File: src/rtl/mips_mc_ctrl_p.sv
// Multicycle MIPS control unit with MEM_W-wide multi-beat instruction fetch,
// memory-ready stalls and illegal-opcode trap reporting.
module mips_mc_ctrl_p #(
  parameter int unsigned MEM_W = 8,
  localparam int unsigned FETCH_BEATS = 32 / MEM_W
) (
  input  logic                   clk_i,
  input  logic                   rst_i,
  input  logic                   fetch_en,
  input  logic [31:0]            instr,
  input  logic                   mem_ready_i,
  output logic                   IorD,
  output logic                   MemWrite,
  output logic [FETCH_BEATS-1:0] IRWrite,
  output logic                   RegWrite,
  output logic                   ALUSrcA,
  output logic [1:0]             ALUSrcB,
  output logic [1:0]             ALUOp,
  output logic [1:0]             PCSrc,
  output logic                   Branch,
  output logic                   PCWrite,
  output logic                   RegDst,
  output logic                   MemtoReg,
  output logic                   trap_o,
  output logic [3:0]             state_o
);

  if (!(MEM_W == 8 || MEM_W == 16 || MEM_W == 32)) begin : gen_bad_mem_w
    $error("mips_mc_ctrl_p: MEM_W must be 8, 16 or 32");
  end

  localparam int unsigned BeatW = (FETCH_BEATS > 1) ? $clog2(FETCH_BEATS) : 1;
  localparam logic [BeatW-1:0] LastBeat = BeatW'(FETCH_BEATS - 1);

  localparam logic [5:0] OpR    = 6'h00;
  localparam logic [5:0] OpLw   = 6'h23;
  localparam logic [5:0] OpSw   = 6'h2B;
  localparam logic [5:0] OpBeq  = 6'h04;
  localparam logic [5:0] OpAddi = 6'h08;
  localparam logic [5:0] OpJ    = 6'h02;

  typedef enum logic [3:0] {
    StFetch  = 4'd0,
    StDecode = 4'd1,
    StMemAdr = 4'd2,
    StMemRd  = 4'd3,
    StMemWb  = 4'd4,
    StMemWr  = 4'd5,
    StExec   = 4'd6,
    StAluWb  = 4'd7,
    StBranch = 4'd8,
    StAddiEx = 4'd9,
    StAddiWb = 4'd10,
    StJump   = 4'd11,
    StTrap   = 4'd12
  } state_e;

  state_e           state_q, state_d;
  logic [BeatW-1:0] beat_q, beat_d;
  logic [5:0]       opcode;
  logic             unused_instr;

  assign opcode       = instr[31:26];
  assign unused_instr = ^instr[25:0];
  assign state_o      = state_q;

  always_ff @(posedge clk_i or posedge rst_i) begin
    if (rst_i) begin
      state_q <= StFetch;
      beat_q  <= '0;
    end else begin
      state_q <= state_d;
      beat_q  <= beat_d;
    end
  end

  always_comb begin
    state_d  = state_q;
    beat_d   = beat_q;
    IorD     = 1'b0;
    MemWrite = 1'b0;
    IRWrite  = '0;
    RegWrite = 1'b0;
    ALUSrcA  = 1'b0;
    ALUSrcB  = 2'b00;
    ALUOp    = 2'b00;
    PCSrc    = 2'b00;
    Branch   = 1'b0;
    PCWrite  = 1'b0;
    RegDst   = 1'b0;
    MemtoReg = 1'b0;
    trap_o   = 1'b0;

    unique case (state_q)
      StFetch: begin
        ALUSrcB = 2'b01;
        // fetch_en only gates the start of a fetch; a started fetch always completes
        if ((beat_q != '0 || fetch_en) && mem_ready_i) begin
          IRWrite = FETCH_BEATS'(1) << beat_q;
          PCWrite = 1'b1;
          if (beat_q == LastBeat) begin
            beat_d  = '0;
            state_d = StDecode;
          end else begin
            beat_d = beat_q + BeatW'(1);
          end
        end
      end
      StDecode: begin
        ALUSrcB = 2'b11;
        unique case (opcode)
          OpLw, OpSw: state_d = StMemAdr;
          OpR:        state_d = StExec;
          OpBeq:      state_d = StBranch;
          OpAddi:     state_d = StAddiEx;
          OpJ:        state_d = StJump;
          default:    state_d = StTrap;
        endcase
      end
      StMemAdr: begin
        ALUSrcA = 1'b1;
        ALUSrcB = 2'b10;
        state_d = (opcode == OpLw) ? StMemRd : StMemWr;
      end
      StMemRd: begin
        IorD = 1'b1;
        if (mem_ready_i) state_d = StMemWb;
      end
      StMemWb: begin
        MemtoReg = 1'b1;
        RegWrite = 1'b1;
        state_d  = StFetch;
      end
      StMemWr: begin
        IorD     = 1'b1;
        MemWrite = mem_ready_i;
        if (mem_ready_i) state_d = StFetch;
      end
      StExec: begin
        ALUSrcA = 1'b1;
        ALUOp   = 2'b10;
        state_d = StAluWb;
      end
      StAluWb: begin
        RegDst   = 1'b1;
        RegWrite = 1'b1;
        state_d  = StFetch;
      end
      StBranch: begin
        ALUSrcA = 1'b1;
        ALUOp   = 2'b01;
        PCSrc   = 2'b01;
        Branch  = 1'b1;
        state_d = StFetch;
      end
      StAddiEx: begin
        ALUSrcA = 1'b1;
        ALUSrcB = 2'b10;
        state_d = StAddiWb;
      end
      StAddiWb: begin
        RegWrite = 1'b1;
        state_d  = StFetch;
      end
      StJump: begin
        PCSrc   = 2'b10;
        PCWrite = 1'b1;
        state_d = StFetch;
      end
      StTrap: begin
        trap_o  = 1'b1;
        state_d = StFetch;
      end
      default: begin
        state_d = StFetch;
        beat_d  = '0;
      end
    endcase

    // Reset holds every strobe and select low, even while FETCH would otherwise fire.
    if (rst_i) begin
      IorD     = 1'b0;
      MemWrite = 1'b0;
      IRWrite  = '0;
      RegWrite = 1'b0;
      ALUSrcA  = 1'b0;
      ALUSrcB  = 2'b00;
      ALUOp    = 2'b00;
      PCSrc    = 2'b00;
      Branch   = 1'b0;
      PCWrite  = 1'b0;
      RegDst   = 1'b0;
      MemtoReg = 1'b0;
      trap_o   = 1'b0;
    end
  end

endmodule
File: config.mk
export PLATFORM = sky130hd
export DESIGN_NAME = mips_mc_ctrl_p
export DESIGN_NICKNAME = d
export VERILOG_FILES = /design/src/rtl/mips_mc_ctrl_p.sv
export SDC_FILE = /design/constraint.sdc
export NUM_CORES = 1
export LEC_CHECK = 0
export CAP_MARGIN = 10
export CORE_MARGIN = 2
export CORE_UTILIZATION = 33
export DETAILED_ROUTE_END_ITERATION = 8
export PLACE_DENSITY = 0.83
export SLEW_MARGIN = 20
export SYNTH_ARGS = -nofsm -noshare
export SYNTH_HDL_FRONTEND = slang
export SYNTH_SLANG_ARGS = --single-unit
File: constraint.sdc
create_clock -name clk_i -period 2 [get_ports clk_i]
set_input_delay 0.3 -clock clk_i [delete_from_list [all_inputs] [get_ports clk_i]]
set_output_delay 0.3 -clock clk_i [all_outputs]
set_load 0.01 [all_outputs]
After elaboration in Yosys (flattened, before gate mapping)
Cells that the tools add are included.
{ "word_totals": {"reg_bits": 6, "in_bits": 36, "output_inout_bits": 23, "elab_cells": 78} }
{ "op_classes": {"addsub": 1, "n_eq_ne": 22, "n_shift": 1, "n_mux": 38, "bitwise_logic": 1, "reduce_logical": 13} }
{ "op_table": {"columns": ["operator", "count"], "rows": [
  ["4-bit two-way mux", 7],
  ["4-bit case mux with 7 select lines", 1],
  ["4-bit equality test (second input constant)", 5],
  ["4-bit case mux with 5 select lines", 1],
  ["1-bit two-way mux", 18],
  ["4-bit by 3-bit equality test with 1-bit output (second input constant)", 4],
  ["6-bit equality test (second input constant)", 2],
  ["2-bit case mux with 2 select lines", 3],
  ["12-bit OR reduction", 1],
  ["2-bit two-way mux", 5],
  ["4-bit by 2-bit equality test with 1-bit output (second input constant)", 2],
  ["2-bit inequality test (second input constant)", 4],
  ["6-bit by 2-bit equality test with 1-bit output (second input constant)", 1],
  ["6-bit by 3-bit equality test with 1-bit output (second input constant)", 1],
  ["6-bit by 4-bit equality test with 1-bit output (second input constant)", 1],
  ["6-bit logical NOT", 1],
  ["2-bit case mux with 3 select lines", 1],
  ["2-bit OR reduction", 3],
  ["4-bit by 1-bit equality test with 1-bit output (second input constant)", 1],
  ["4-bit logical NOT", 1],
  ["4-bit AND reduction", 1],
  ["4-bit OR reduction", 1],
  ["1-bit by 2-bit left shift with 4-bit output (first input constant)", 1],
  ["3-bit two-way mux", 1],
  ["other kinds (9)", 9]
]} }

Longest topological paths before layout
Gate-level depths: netlist of run 1.
{ "depth": {"word_depth": 6, "depth_mapped": 6, "ltp_nobuf": 6} }

Worst setup path before layout of run 1
OpenSTA, ideal clock, no wires.
{ "synth_timing": {"path_type": "register to output", "startpoint": "register state_q[1], in the netlist state_o[1]", "endpoint": "output PCSrc[0]", "t_arrival_ps": 1548, "required_ps": 1700, "setup_slack_ps": 152, "path_stages_with_launch": 6, "path_buffers": 3, "path_cell_list": "dfrtp_1 -> buf_2 -> or2_2 -> clkbuf_1 -> nor3_1 -> buf_4"} }
{ "synth_via": {"elab_chain_cells": 3, "word_cells_on_any_way": 4, "cone_classes": "2 x eq/ne; 2 x mux"} }
{ "synth_lines": {"columns": ["item", "line_no", "rtl"], "rows": [
  ["start, declared", "58", "state_e state_q, state_d;"],
  ["start signal, assigned", "69", "state_q <= StFetch;"],
  ["start signal, assigned", "72", "state_q <= state_d;"],
  ["4-bit equality test", "94", "unique case (state_q)"],
  ["2-bit case mux with 2 select lines *", "94", null],
  ["2-bit two-way mux *", "181", "if (rst_i) begin"],
  ["end, declared", "19", "output logic [1:0] PCSrc,"]
]} }
Mark *: on every way between the ends. The rest lies on a longest branch, timed or not.

Final worst setup path of run 1
{ "layout_timing": {"startpoint": "register state_q[3], in the netlist state_o[3]", "endpoint": "output RegWrite"} }
{ "layout_via": {"elab_chain_cells": 4, "word_cells_on_any_way": 6, "cone_classes": "3 x eq/ne; 2 x mux; 1 x reduce/logical"} }
{ "layout_lines": {"columns": ["item", "line_no", "rtl"], "rows": [
  ["4-bit equality test / 4-bit by 3-bit equality test with 1-bit output (equally long branches)", "94", null],
  ["3-bit OR reduction (no source line) *", null, null],
  ["1-bit two-way mux *", "94", null],
  ["1-bit two-way mux *", "181", null],
  ["end, declared", "15", "output logic RegWrite,"]
]} }
Marked as above.

==> impl_metrics.toml, run 1 <==
[critical_path]
reg2regPathDepth = 5
r2r_setup_slack_ns = 0.23
required_ns = 1.70
worstPathArrival_ns = 1.63
path_class = "reg2out"
start_kind = "register"
worstSetupEndpointType = "output port"
crit_path_max_fanout = 6
reg2reg_to = "state_o[2]$_DFFE_PP0P_"
regToRegStartpoint = "state_o[2]$_DFFE_PP0P_"

[cts]
cts_hold_buf = 0
clock_sinks = 6
clk_latency_ns = 0.25
cts_max_path_buffers = 2
cts_tree = "built"
htreeDepth = 1
numCtsBuffers = 3
root_buffer = "clkbuf_4"
clk_pin_slew_ns = 0.05

[floorplan]
fp.coreArea_um2 = 2191
die-area_um2 = 2677
rows = 17
start_util = 0.3432
ios = 59
die_h_um = 51.74
die-width_um = 51.74

[placement]
numPortBuffers = 32
post-place-ws_ns = -0.3404
dpl.hpwl_mm = 1.713
place.gp.congestion = 0.8117
place_inst = 172

[run_status]
status = "completed"

[yosys]
netlist_instances = 99
ys_types = 39
seq_area_frac_synth = 0.1997
async_flop_share = 1.000
synth_edf_count = 0
syn_nets = 139
synth_area_um2 = 752.0
ys.flop_type = "dfrtp_1"
synth_warnings = 0
syn_area_per_cell_um2 = 7.596
synth_seq_cells = 6

[sta]
maxSlewViolCount = 0
fin_setup_tns_ns = 0
holdWs_ns = 0.3579
tightest_slew_ns = 0.4205
setup_viol = 0
fmax_mhz = 518.9
finClkSkew_ns = 0.009541
slew_headroom = 0.7157
layout_min_cycle_time_ns = 1.927
layout_setup_ws_ns = 0.07295
rsz0062_at_grt = "false"
finalHoldViolCount = 0
fin_crit_sh = 0.9635

[global_routing]
grt_pass1_wl_mm = 3.677
track_usage = 0.1821
grt_max_degree = 17
grt_antenna_before_repair = 0
grt_overflow = 0
grt_pass1_vias = 856

[pwr]
p_per_area_nw_per_um2 = 944.1
leakagePower_uw = 0.0006029
p_seq_frac = 0.168
switchingPower_uw = 513.2
p_total_uw = 1223
ir_drop_mv = 0.4304
swShare = 0.4198
clkPwrFrac = 0.093
intPower_uw = 709.4
p_comb_frac = 0.740

[final_layout]
nets = 193
drive_above_1_share = 0.3510
final_cell_mix = "26 x buf_4, 12 x clkdlybuf4s50_1, 11 x dlygate4sd2_1"
mostFrequentLayoutCell = "buf_4"
n_antenna_cell = 0
areaGrowthSynthToFinish_pct = 72.21
finalNonFillerCells = 179
fillers = 209

[drt]
avgViaCountPerCell = 5.117
drtIter0Drc = 20
antenna_left = 0
vias = 916
drc = 0
wire_per_inst_um = 12.69
routed_wl_mm = 2.271
drtPass1Iterations = 4

[run]
max_cap_violations = 0

[worst_hold_path]
min_path_type = "in2async"
-- power by group through the flow --
stage	clock (uW)	sequential [uW]	combinational (uW)
2_1_floorplan	0	210	438
3_3_place_gp	0	199	799
3_5_place_dp	0	201	829
4_1_cts	114	201	874
5_1_grt	127	211	993
6_report	113	205	904
-- state kept, by name (all words and copies together) (netlist names) --
signal / cells
state_o: 4
beat_q: 2
-- through the flow --
step / cell area [um2] / util
2_1_floorplan: 752.0 / -
3_3_place_gp: 1226 / 0.5597
3_5_place_dp: 1226 / 0.5597
4_1_cts: 1282 / 0.5854
5_1_grt: 1295 / 0.5911
6_report: 1295 / 0.5911
-- worst max-delay path by stage --
stage                                       from         end  slack [ns]
after global routing      state_o[3]$_DFFE_PP0P_    RegWrite       0.002
after CTS                  beat_q[1]$_DFFE_PP0P_     PCWrite       0.006
after detailed placement             mem_ready_i  IRWrite[2]       -0.34
after floorplan           state_o[1]$_DFFE_PP0P_    PCSrc[0]        0.15
final                     state_o[3]$_DFFE_PP0P_    RegWrite        0.07
after global placement               mem_ready_i  IRWrite[2]       -0.31
-- Yosys cell counts (2+ instances only) --
cell type / count / area share
nor3_1: 9 / 0.060
nor2b_1: 3 / 0.025
o21ai_0: 3 / 0.020
nand2_1: 6 / 0.030
a31oi_1: 2 / 0.017
inv_1: 5 / 0.025
xnor2_1: 2 / 0.023
nand3_1: 4 / 0.027
a21oi_1: 4 / 0.027
dfrtp_1: 6 / 0.20
and2_1: 4 / 0.033
nor4b_1: 2 / 0.023
ha_1: 4 / 0.067
nand2b_1: 5 / 0.042
clkbuf_1: 6 / 0.030
o41ai_1: 2 / 0.023
or2_2: 3 / 0.025
nor4_1: 3 / 0.025
nor2_1: 6 / 0.030
-- critical path: stages, from the launching register on --
cell and delay [ns]:
dfrtp_2 0.45, nand2b_1 0.17, mux2_2 0.26, o22a_1 0.17
nor2_1 0.08, clkdlybuf4s15_1 0.25
-- kinds of logic after synthesis --
family | synth area share
XOR/XNOR | 0.02330
adder cells (fa/ha/maj) | 0.06656
flip-flops | 0.1997
AND/OR/NAND/NOR | 0.3927
multiplexers | 0.02829
buffers and inverters | 0.09151
AO/OA/AOI/OAI | 0.1980
-- final cells by class --
cell class | instances | area, um2 | share of cell area
tap | 28 | 35.03 | 0.02705
inverter | 6 | 23.77 | 0.01836
sequential | 6 | 151.4 | 0.1169
multi-input combinational | 78 | 585.6 | 0.4522
timing repair buffer | 58 | 476.7 | 0.3681
clock buffer | 3 | 22.52 | 0.01739
-- layer usage --
metal | track usage | vias to the layer above | share of wire
met1 | 0.2032 | 430 | 0.39
met3 | 0.02011 | 2 | 0.036
met4 | 0.05263 | 0 | 0.0084
met2 | 0.3568 | 24 | 0.56
li1 | - | 460 | -
met5 | 0 | - | 0
-- timing repair --
action	CTS	global route
gates resized for setup	39	12
gates cloned	0	0
pin swaps	1	1
setup endpoints to repair	19	11
setup buffers	4	0
No activity file was read; power rests on OpenSTA's default activity.
==> run 2, diff against run 1 <==
--- a/config.mk
+++ b/config.mk
@@ -10,7 +10,7 @@
 export CORE_UTILIZATION = 33
 export DETAILED_ROUTE_END_ITERATION = 8
 export PLACE_DENSITY = 0.83
-export SLEW_MARGIN = 20
+export SLEW_MARGIN = 5
 export SYNTH_ARGS = -nofsm -noshare
 export SYNTH_HDL_FRONTEND = slang
 export SYNTH_SLANG_ARGS = --single-unit
==> results of run 2 <==
The final DEF is identical to that of run 1; final timing and power are the same.
==> run 3, diff against run 2 <==
--- a/config.mk
+++ b/config.mk
@@ -6,7 +6,7 @@
 export NUM_CORES = 1
 export LEC_CHECK = 0
 export CAP_MARGIN = 10
-export CORE_MARGIN = 2
+export CORE_MARGIN = 4
 export CORE_UTILIZATION = 33
 export DETAILED_ROUTE_END_ITERATION = 8
 export PLACE_DENSITY = 0.83
==> impl_metrics.toml, run 3 (synthesized netlist as in run 1, its figures left out) <==
[final_layout]
nets = 191
largest_reg_flops = 4
final_cell_mix = "23 x buf_4, 13 x clkdlybuf4s50_1, 11 x dlygate4sd2_1"
drive_above_1_share = 0.3289
finalNonFillerCells = 177
fin_util = 0.5751
areaGrowthSynthToFinish_pct = 67.55
n_antenna_cell = 0
mostFrequentLayoutCell = "buf_4"

[sta]
finalHoldViolCount = 0
finClkSkew_ns = 0.001144
fin_crit_sh = 0.9630
maxSlewViolCount = 0
slew_headroom = 0.7094
tightest_slew_ns = 0.4319
holdWs_ns = 0.3589
layout_min_cycle_time_ns = 1.926
setup_viol = 0
fmax_mhz = 519.2

[global_routing]
use_met1 = 0.1575
grt_overflow = 0
grt_antenna_before_repair = 0
grt_use_met3 = 0.02088
track_usage = 0.1583
met2_usage = 0.3091
top_usage_layer = "met2"
grt_max_degree = 17
grt_pass1_vias = 977
grt_pass1_wl_mm = 4.022

[cts]
clk_latency_ns = 0.25
clk_pin_slew_ns = 0.05
cts_max_path_buffers = 2
cts_tree = "built"
htreeDepth = 1
numCtsBuffers = 3
clock_sinks = 6
root_buffer = "clkbuf_4"

[pwr]
p_total_uw = 1174
leakagePower_uw = 0.0005855
ir_drop_mv = 0.5388
p_per_area_nw_per_um2 = 931.7

[critical_path]
required_ns = 1.70
worstPathArrival_ns = 1.63
slowest_stage = "dfrtp_1"
critPathMaxStageDelay_ns = 0.34
path_class = "reg2out"
crit_path_max_fanout = 4
start_kind = "register"
path_cells = "inv_1 -> ha_1 -> nand2b_1 -> nand3b_4 -> nor3_4 -> buf_4 -> and2_1 -> buf_2"
worstSetupEndpointType = "output port"

[drt]
drtIter0Drc = 14
wire_per_inst_um = 13.46
avgViaCountPerCell = 5.243
antenna_left = 0
drc = 0
routed_wl_mm = 2.383
drtPass1Iterations = 4
vias = 928

[placement]
place_inst = 170
place.gp.congestion = 0.8579
dpl.hpwl_mm = 1.826
numPortBuffers = 32

[floorplan]
rows = 17
die-area_um2 = 3106
die_h_um = 55.74
start_util = 0.3432
ios = 59
die-width_um = 55.74
fp.coreArea_um2 = 2191

[run_status]
status = "completed"

[run]
max_cap_violations = 0

[worst_hold_path]
min_path_type = "in2async"
run 3: cell types whose count changed in the layout (fill, tap and decap cells not counted):
cell,previous run,this run
buf_4,26,23
ha_1,3,4
buf_6,0,1
nand2b_4,1,0
clkdlybuf4s50_1,12,13
inv_1,3,5
dfrtp_1,5,4
clkbuf_2,2,4
dfrtp_2,1,2
ha_4,1,0
nand2b_1,4,5
clkdlybuf4s15_1,4,2
buf_2,3,2
inv_2,2,0
run 3: where the power goes:
part,internal [uW],switching [uW],leakage [uW]
registers,167,38.7,0.0000751
logic,438,417,0.000497
clock network,68.0,45.4,0.0000138
run 3: critical path: cells and delay by family, from the launching register on:
| kind | cells | cell delay [ns] |
|---|---|---|
| buffers and inverters | 3 | 0.31 |
| and+or+nand+nor | 4 | 0.53 |
| DFF | 1 | 0.34 |
| adders and majority gates | 1 | 0.20 |
run 3: cell type report:
| cell class | count | area, um2 |
|---|---|---|
| Timing Repair Buffer | 56 | 460.4 |
| Fill cell | 226 | 930.9 |
| Sequential cell | 6 | 152.6 |
| Inverter | 6 | 23.77 |
| Multi-Input combinational cell | 78 | 565.5 |
| Clock buffer | 3 | 22.52 |
| Tap cell | 28 | 35.03 |
run 3: what timing repair did:
action	4_1_cts	5_1_grt
pin swaps	1	1
setup buffers	2	2
gates resized for setup	34	12
endpoints found under the setup margin	19	9
hold buffers	0	0
run 3: path summary, 6_finish.rpt:
check | from | end | slack, ns | depth (start not counted)
setup reg to reg | state_o[2]$_DFFE_PP0P_ | state_o[2]$_DFFE_PP0P_ | 0.15 | 5
hold reg to reg | beat_q[1]$_DFFE_PP0P_ | beat_q[1]$_DFFE_PP0P_ | 0.64 | 3
min in group clk_i | beat_q[1]$_DFFE_PP0P_ | beat_q[1]$_DFFE_PP0P_ | 0.64 | 3
max in group asynchronous | rst_i | state_o[1]$_DFFE_PP0P_ | 1.52 | 3
hold / removal | rst_i | beat_q[0]$_DFFE_PP0P_ | 0.36 | 3
setup / recovery | beat_q[0]$_DFFE_PP0P_ | IRWrite[2] | 0.07 | 8
run 3: metal layers:
layer	vias up	share of wire
li1	457	-
met1	428	0.39
met2	36	0.54
met3	7	0.049
met4	0	0.023
met5	-	0
run 3: metrics by stage:
stage | instance area, um2 | setup TNS (ns) | setup WS (ns)
after floorplan | 752.0 | 0 | 0.1516
after global placement | 1211 | -2.894 | -0.3198
after detailed placement | 1211 | -3.135 | -0.3947
after CTS | 1256 | -0.1059 | -0.1059
after global routing | 1260 | -0.01647 | -0.01229
final | 1260 | 0 | 0.07398
